<file path="config.mk">
export PLATFORM = sky130hd
export DESIGN_NAME = ocr_dense_argmax
export DESIGN_NICKNAME = d
export VERILOG_FILES = /design/src/rtl/ocr_dense_argmax.sv
export SDC_FILE = /design/constraint.sdc
export NUM_CORES = 1
export LEC_CHECK = 0
export CORE_ASPECT_RATIO = 1.5
export CORE_MARGIN = 2
export CORE_UTILIZATION = 25
export CTS_BUF_LIST = sky130_fd_sc_hd__clkbuf_16
export CTS_CLUSTER_SIZE = 25
export DETAILED_ROUTE_END_ITERATION = 16
export GPL_TIMING_DRIVEN = 0
export PLACE_DENSITY = 0.39
export SLEW_MARGIN = 25
export SYNTH_ARGS = -nofsm -noshare
export SYNTH_HDL_FRONTEND = slang
export SYNTH_SLANG_ARGS = --single-unit
export TNS_END_PERCENT = 30
</file>
<file path="constraint.sdc">
create_clock -name i_Clock -period 7 [get_ports i_Clock]
set_input_delay 0.7 -clock i_Clock [delete_from_list [all_inputs] [get_ports i_Clock]]
set_output_delay 0.7 -clock i_Clock [all_outputs]
set_load 0.05 [all_outputs]
</file>
<file path="src/rtl/ocr_dense_argmax.sv">
// Fully-connected 784->10 classifier: walks the collector image, MACs against
// an external weight memory per class and reports the argmax. Optional per-class
// bias words are enabled with the OCR_BIAS_EN macro.
module ocr_dense_argmax #(
  parameter int N_INPUTS  = 784,
  parameter int N_CLASSES = 10,
  parameter int W_WIDTH   = 16,
  parameter int ACC_WIDTH = 32
) (
  input  logic                        i_Clock,
  input  logic                        i_Rst_L,
  input  logic                        i_Data_Ready,
  output logic [9:0]                  o_Data_Addr,
  input  logic signed [31:0]          i_Data_Element,
  output logic [12:0]                 o_Weight_Addr,
  input  logic signed [W_WIDTH-1:0]   i_Weight,
  output logic                        o_Busy,
  output logic                        o_Valid,
  output logic [3:0]                  o_Class,
  output logic signed [ACC_WIDTH-1:0] o_Score
);

  typedef enum logic [2:0] {
    S_IDLE    = 3'd0,
    S_RUN     = 3'd1,
    S_ACC_END = 3'd2,
    S_BIAS    = 3'd3,
    S_COMPARE = 3'd4,
    S_DONE    = 3'd5
  } state_t;

  localparam logic [9:0]  LAST_PIXEL = 10'(N_INPUTS - 1);
  localparam logic [3:0]  LAST_CLASS = 4'(N_CLASSES - 1);
  localparam logic [12:0] BIAS_BASE  = 13'(N_CLASSES * N_INPUTS);

  state_t                        r_state;
  state_t                        w_next_state;
  logic                          r_ready_d;
  logic [3:0]                    r_class;
  logic [9:0]                    r_pixel;
  logic signed [31:0]            r_elem;
  logic signed [ACC_WIDTH-1:0]   r_acc;
  logic signed [ACC_WIDTH-1:0]   r_best;
  logic [3:0]                    r_best_class;
  logic                          r_valid;

  logic                          w_start;
  logic signed [ACC_WIDTH-1:0]   w_weight_ext;
  logic signed [ACC_WIDTH-1:0]   w_prod;
  logic signed [ACC_WIDTH-1:0]   w_final;
  logic                          w_better;

  assign w_start      = (r_state == S_IDLE) && i_Data_Ready && !r_ready_d;
  assign w_weight_ext = {{(ACC_WIDTH-W_WIDTH){i_Weight[W_WIDTH-1]}}, i_Weight};
  // Low ACC_WIDTH bits of the full 32xW product equal the product of the
  // sign-extended operands truncated to ACC_WIDTH.
  assign w_prod       = r_elem * w_weight_ext;

`ifdef OCR_BIAS_EN
  // Bias word requested in BIAS arrives from the registered memory during COMPARE.
  assign w_final = r_acc + w_weight_ext;
`else
  assign w_final = r_acc;
`endif

  assign w_better = (r_class == 4'd0) || (w_final > r_best);

  always_ff @(posedge i_Clock or negedge i_Rst_L) begin
    if (!i_Rst_L) begin
      r_state <= S_IDLE;
    end else begin
      r_state <= w_next_state;
    end
  end

  always_comb begin
    w_next_state = r_state;
    case (r_state)
      S_IDLE:    if (w_start) w_next_state = S_RUN;
      S_RUN:     if (r_pixel == LAST_PIXEL) w_next_state = S_ACC_END;
`ifdef OCR_BIAS_EN
      S_ACC_END: w_next_state = S_BIAS;
      S_BIAS:    w_next_state = S_COMPARE;
`else
      S_ACC_END: w_next_state = S_COMPARE;
`endif
      S_COMPARE: w_next_state = (r_class == LAST_CLASS) ? S_DONE : S_RUN;
      S_DONE:    if (!i_Data_Ready) w_next_state = S_IDLE;
      default:   w_next_state = S_IDLE;
    endcase
  end

  always_comb begin
    o_Busy        = 1'b0;
    o_Data_Addr   = 10'd0;
    o_Weight_Addr = 13'd0;
    case (r_state)
      S_RUN: begin
        o_Busy        = 1'b1;
        o_Data_Addr   = r_pixel;
        o_Weight_Addr = 13'(r_class) * 13'(N_INPUTS) + 13'(r_pixel);
      end
      S_ACC_END: o_Busy = 1'b1;
      S_BIAS: begin
        o_Busy        = 1'b1;
        o_Weight_Addr = BIAS_BASE + 13'(r_class);
      end
      S_COMPARE: o_Busy = 1'b1;
      default: ;
    endcase
  end

  always_ff @(posedge i_Clock or negedge i_Rst_L) begin
    if (!i_Rst_L) begin
      r_ready_d    <= 1'b0;
      r_class      <= 4'd0;
      r_pixel      <= 10'd0;
      r_elem       <= '0;
      r_acc        <= '0;
      r_best       <= '0;
      r_best_class <= 4'd0;
      r_valid      <= 1'b0;
    end else begin
      r_ready_d <= i_Data_Ready;
      // Valid drops on the same edge that returns DONE to IDLE.
      r_valid   <= (r_state == S_DONE) && i_Data_Ready;
      case (r_state)
        S_IDLE: begin
          if (w_start) begin
            r_class <= 4'd0;
            r_pixel <= 10'd0;
            r_acc   <= '0;
          end
        end
        S_RUN: begin
          r_elem <= i_Data_Element;
          if (r_pixel != 10'd0) r_acc <= r_acc + w_prod;
          if (r_pixel != LAST_PIXEL) r_pixel <= r_pixel + 10'd1;
        end
        S_ACC_END: r_acc <= r_acc + w_prod;
        S_COMPARE: begin
          if (w_better) begin
            r_best       <= w_final;
            r_best_class <= r_class;
          end
          if (r_class != LAST_CLASS) begin
            r_class <= r_class + 4'd1;
            r_pixel <= 10'd0;
            r_acc   <= '0;
          end
        end
        default: ;
      endcase
    end
  end

  assign o_Valid = r_valid;
  assign o_Class = r_best_class;
  assign o_Score = r_best;

endmodule

</file>
==> results of run 1 <==
==> per-layer routing <==
layer  wire, um  global-route usage (%)  share of wire (%)  vias up
met5          0                       0                  0        -
met3       1660                    1.92                2.7       56
li1           -                       -                  -     6233
met4       1880                    5.81                3.0        0
met2      34500                    32.5                 56      206
met1      23700                    18.5                 38     7065
==> cell usage after synthesis, types with 2 or more instances <==
library cell and instances:
a31o_2 2, a31oi_1 2, or3_1 6, nand4_1 12
o211ai_1 4, nand2b_1 7, a22o_1 30, nor3b_1 3
and2_1 168, dfrtp_1 119, or2_2 2, o31ai_1 2
a21o_1 11, nor2_1 49, fa_1 335, nor3_1 14
o21bai_1 5, o21ai_0 24, a21oi_1 40, clkbuf_1 78
a211oi_1 6, mux2i_1 6, xor2_1 24, o41ai_1 2
mux2_2 39, ha_1 147, nor4_1 4, inv_1 449
buf_6 3, nor2b_1 6, nand2_1 259, o21a_1 3
xnor2_1 54, nand3_1 11, a32o_1 2, mux2_4 29
==> sequential cells by signal (all words and copies together), names as in the netlist <==
register,flops
o_Class,4
o_Score,32
o_Valid,1
r_acc,32
r_class,4
r_elem,32
r_pixel,10
r_ready_d,1
r_state,3
==> per-stage QoR <==
stage | hold slack [ps] | instances | utilization, % | cell area, um2
2_1_floorplan | 404 | 1979 | - | 18800
3_3_place_gp | 499 | 3089 | 28.3 | 21200
3_5_place_dp | 496 | 3092 | 28.4 | 21300
4_1_cts | 124 | 3122 | 29.3 | 21900
5_1_grt | 152 | 3120 | 29.4 | 22000
6_report | 146 | 3120 | 29.4 | 22000
==> layout make-up <==
cell class              count  area [um2]
fillers                  8030       52800
multi-input cells        1329       13900
flip-flops and latches    119        2980
inverters                 449        1690
well taps                1000        1250
repair buffers            114        1160
clock buffers              17         425
plain buffers              79         409
clock inverters            13         143
==> worst max-delay path: cells and delay by family <==
kind                       cells  cell delay, ps
adders and majority gates      7            3420
and+or+nand+nor                4            1030
buffers and inverters          6            1080
AOI/OAI and AO/OA              4             920
==> worst max-delay path by stage <==
stage | start | to | slack, ps | depth (start not counted)
2_1_floorplan | i_Weight[3] | r_acc[31]$_DFFE_PN0P_ | 510 | 23
3_3_place_gp | i_Weight[2] | r_acc[30]$_DFFE_PN0P_ | -2300 | 22
3_5_place_dp | i_Weight[2] | r_acc[30]$_DFFE_PN0P_ | -2240 | 22
4_1_cts | i_Weight[2] | r_acc[30]$_DFFE_PN0P_ | 6 | 23
5_1_grt | i_Weight[2] | r_acc[28]$_DFFE_PN0P_ | 2 | 22
6_report | i_Weight[1] | r_acc[28]$_DFFE_PN0P_ | 160 | 21
==> layout by cell type (no fill, tap or decap), types with 5 or more instances in the layout <==
master	count
clkbuf_16	17
dfrtp_1	114
xor2_1	24
nor2b_1	6
xnor2_1	53
nand2b_1	7
clkdlybuf4s50_1	97
o21bai_1	5
nor2_1	48
mux2_4	29
clkbuf_4	9
o21ai_0	22
and2_1	168
nand2_1	258
mux2i_1	6
clkbuf_1	29
a22o_1	30
dfrtp_2	5
or3_1	6
a21o_1	11
nand3_1	11
buf_4	5
ha_1	147
nor3_1	13
fa_1	335
nand4_1	12
inv_1	452
a21oi_1	38
mux2_2	39
clkbuf_2	33
==> cells by family after synthesis <==
logic type      count (synthesis)  share of synthesized area, %
xor+xnor                       78                          3.63
simple gates                  548                          14.1
fa+ha+maj                     482                          45.4
mux                            74                          4.96
flops                         119                          15.8
compound gates                147                          5.42
buf+inv                       531                          10.7
==> repair_timing <==
item	in CTS	in global routing
pin swaps	1	2
setup endpoints to repair	19	7
hold buffers	0	0
buffers inserted	1	0
gates resized for setup	75	52
hold endpoints to repair	0	0
==> metrics, run 1 <==
Die Wd=228 um; Synth Flop Type=dfrtp_1; mapped cell area=18800 um2; share of flip-flops with an asynchronous set or reset=100%; worst setup margin=155 ps; startpoint types=input port; count of state elements after synthesis=119; synthesis-to-layout area growth=16.7%; post-synth top area share=35.6%; clock slew at reported path FFs=60 ps; number of diodes=0; EDFF count, synth=0; f_max=0.146 GHz; Max Slew Vio Count=0; largest net degree at the start of global routing=80; antenna violations before repair=0; WP data required=7330 ps; syn_area_per_cell=9.52 um2; Synth Warn #=0; Mapped Cells=1979; Reg2Reg Depth=20; final hold violations=0; critical path peak fanout=10; max_cap viols=0; Root Driver=clkbuf_16; vias per cell=4.35; Final setup viols=0; crit end category=flip-flop; register area share after synthesis=15.8%; GRT Total Usage=16.7%; grt total ovfl=0; first-pass GRT wire length=96800 um; relative slew slack=43.1%; WL/cell=19.8 um; antenna viol nets, final=0; critical-path cell list=clkdlybuf4s15_1, clkbuf_4, nand2_1, fa_1, fa_1, fa_1, fa_1, inv_1, fa_1, inv_1, fa_1, inv_1, ha_1, nand2_1, nor3_4, o211ai_1, a211oi_2, buf_4, a211oi_2, or3_1, a32o_1; skew final=16.8 ps; Starting DRT DRC Count=518; share of cells above drive strength 1=8.44%; leading area contributor after synthesis=fa_1; CP Class=input port to flip-flop; Die Ht=340 um; Tightest Pin Transition=847 ps; via count=13.6k; core area=74800 um2; clk_lat worst skew=460 ps; largest cells by area after synthesis=fa_1, dfrtp_1, ha_1, inv_1, and2_1; Hold Path Class=input port to asynchronous set/reset pin; IO Pins=112; routability cong.=0.819; Port-buffer cells=110; post-layout min period=6840 ps; full die area=77600 um2; syn nets=2512; Num CTS Buffers=17; FP Rows=123; deepest clock path buffer count=2; TNS Setup=0 ps; max incr delay on CP=560 ps; Num Clock Sinks=119; critical path arrival=7180 ps; DRC=0; CTS tree=yes; CP max stage cell=fa_1; Nets=2642; worst reg2reg startpoint=r_elem[9]$_DFFE_PN0P_; number of global-route vias before repair=15.7k; initial core utilization=25.2%; CP most frequent cell=fa_1; dpl ws=-2240 ps; flop-to-flop setup slack=190 ps; status=complete, no violations; DP HPWL=53300 um; final wirelength=61800 um; Pre-antenna DRT Iters=5; R2R Path End=r_acc[28]$_DFFE_PN0P_; RSZ-0062 raised after global routing=false; # H-tree levels=4; Yosys cell types=58; Tcrit/Tclk final=97.8%
Power of run 1 is left out: the tool's default activity adds up to more than one toggle a clock period on the data nets, which glitch-free logic cannot reach.
==> run 2, diff against run 1 <==
Settings changed: CTS_BUF_LIST sky130_fd_sc_hd__clkbuf_16 to sky130_fd_sc_hd__clkbuf_4 sky130_fd_sc_hd__clkbuf_8.
==> run 2 against run 1 <==
  * Worst hold slack worse by 46 ps
  * Worst setup slack better by 20 ps
  * Utilization is 0.25 points lower
  * Final area is 0.84% lower
  * Global-route usage hardly changed
  * Via count hardly changed
  * Routed wire length is 0.16% lower
  * Clock skew is 9.4 ps higher
  * Critical endpoint unchanged
  * Largest cell class unchanged
==> metrics, run 2 (synthesis results as in run 1) <==
final hold violations=0; Crit. Startpoint=r_elem[9]$_DFFE_PN0P_; Num Clock Sinks=119; skew final=26.2 ps; core area=74800 um2; initial core utilization=25.2%; IO Pins=112; DP HPWL=53300 um; Port-buffer cells=110; Final Non-Filler Cells=3119; flop-to-flop setup slack=180 ps; Die Wd=228 um; grt total ovfl=0; Starting DRT DRC Count=532; routability cong.=0.819; # H-tree levels=4; worst reg2reg startpoint=r_elem[9]$_DFFE_PN0P_; WL/cell=19.8 um; relative slew slack=46.0%; Tcrit/Tclk final=97.5%; final wirelength=61700 um; share of cells above drive strength 1=8.88%; status=complete, no violations; Root Driver=clkbuf_8; Max Slew Vio Count=0; full die area=77600 um2; critical path peak fanout=10; deepest clock path buffer count=2; Final setup viols=0; CP most frequent cell=fa_1; synthesis-to-layout area growth=15.7%; most common cell after layout, fill and taps aside=inv_1; CTS tree=yes; clk_lat worst skew=510 ps; vias per cell=4.35; largest net degree at the start of global routing=80; DRC=0; most frequent cells in the layout=inv_1, fa_1, nand2_1; placed insts=3092; GRT Total Usage=16.6%; Num CTS Buffers=17; startpoint types=flip-flop; f_max=0.147 GHz; worst setup path endpoint=r_acc[28]$_DFFE_PN0P_; Tightest Pin Transition=804 ps; max_cap viols=0; CTS Hold Bufs=0; CP max stage cell=fa_1; max incr delay on CP=560 ps; number of global-route vias before repair=15.7k; Reg2Reg Depth=20; critical path arrival=7200 ps; antenna violations before repair=1; clock slew at reported path FFs=90 ps; first-pass GRT wire length=96700 um; R2R Path End=r_acc[28]$_DFFE_PN0P_; Die Ht=340 um; critical-path cell list=clkbuf_2, nand2_1, fa_1, fa_1, fa_1, fa_1, inv_1, fa_1, inv_1, fa_1, inv_1, ha_1, nand2_1, nor3_4, o211ai_1, a211oi_2, buf_4, a211oi_2, or3_1, a32o_1; RSZ-0062 raised after global routing=true; crit end category=flip-flop; antenna viol nets, final=0; CP Class=flip-flop to flip-flop; Nets=2640; WP data required=7370 ps; Hold Path Class=input port to asynchronous set/reset pin; FP Rows=123; via count=13.6k; Pre-antenna DRT Iters=5; post-layout min period=6820 ps
[run 2: changes by cell type in the layout (fill, tap and decap cells not counted), sizes merged]
cell | before | now
dlymetal6s2s | 2 | 3
clkdlybuf4s18 | 1 | 0
clkdlybuf4s15 | 5 | 4
clkinv | 5 | 3
inv | 452 | 449
clkbuf | 88 | 94
diode | 0 | 1
dlygate4sd2 | 2 | 1
buf | 15 | 14
[run 2: what timing repair did]
item | 4_1_cts | 5_1_grt
endpoints found under the hold margin | 0 | 0
cloned | 0 | 0
endpoints found under the setup margin | 19 | 7
setup buffers | 1 | 0
pin swaps | 1 | 2
resized for setup | 69 | 63
[run 2: routing by layer]
layer	share of wire (%)	up-vias	track usage (%)
met1	39	7065	18.4
li1	-	6229	-
met2	56	208	32.4
met5	0	-	0
met4	3.1	0	5.79
met3	2.5	54	1.94
[run 2: per-stage QoR]
step           hold WS [ps]  area (um2)  utilization [%]  setup WS, ps  setup TNS, ps
5_1_grt                78.5       21800             29.1         -5.38          -5.38
4_1_cts                53.7       21800             29.1          17.9              0
3_3_place_gp            499       21200             28.3         -2300         -53250
2_1_floorplan           404       18800                -           508              0
3_5_place_dp            496       21300             28.4         -2240         -30090
6_report               99.3       21800             29.1           175              0
[run 2: worst max-delay path: cells and delay by family (launching register included)]
family,cells,cell delay [ps]
and+or+nand+nor,4,1070
AOI/OAI and AO/OA,4,930
buffers and inverters,5,730
DFF,1,540
adders and majority gates,7,3410
[run 2: worst min-delay path by stage]
| stage | to | slack [ps] | depth (start not counted) |
|---|---|---|---|
| after floorplan | o_Class[0]$_DFFE_PN0P_ | 400 | 0 |
| after global placement | o_Class[2]$_DFFE_PN0P_ | 500 | 1 |
| after detailed placement | o_Class[2]$_DFFE_PN0P_ | 500 | 1 |
| after CTS | r_acc[5]$_DFFE_PN0P_ | 50 | 1 |
| after global routing | r_acc[5]$_DFFE_PN0P_ | 80 | 1 |
| final | r_acc[12]$_DFFE_PN0P_ | 100 | 1 |
[run 2: final cells by class]
class	count	area (um2)
well taps	1000	1250
inverters	449	1690
plain buffers	77	402
clock buffers	22	284
fillers	8047	53000
repair buffers	114	1160
clock inverters	8	124
flip-flops and latches	119	2990
multi-input cells	1329	13900
diodes	1	2.50
Power of run 2 is left out for the same reason.
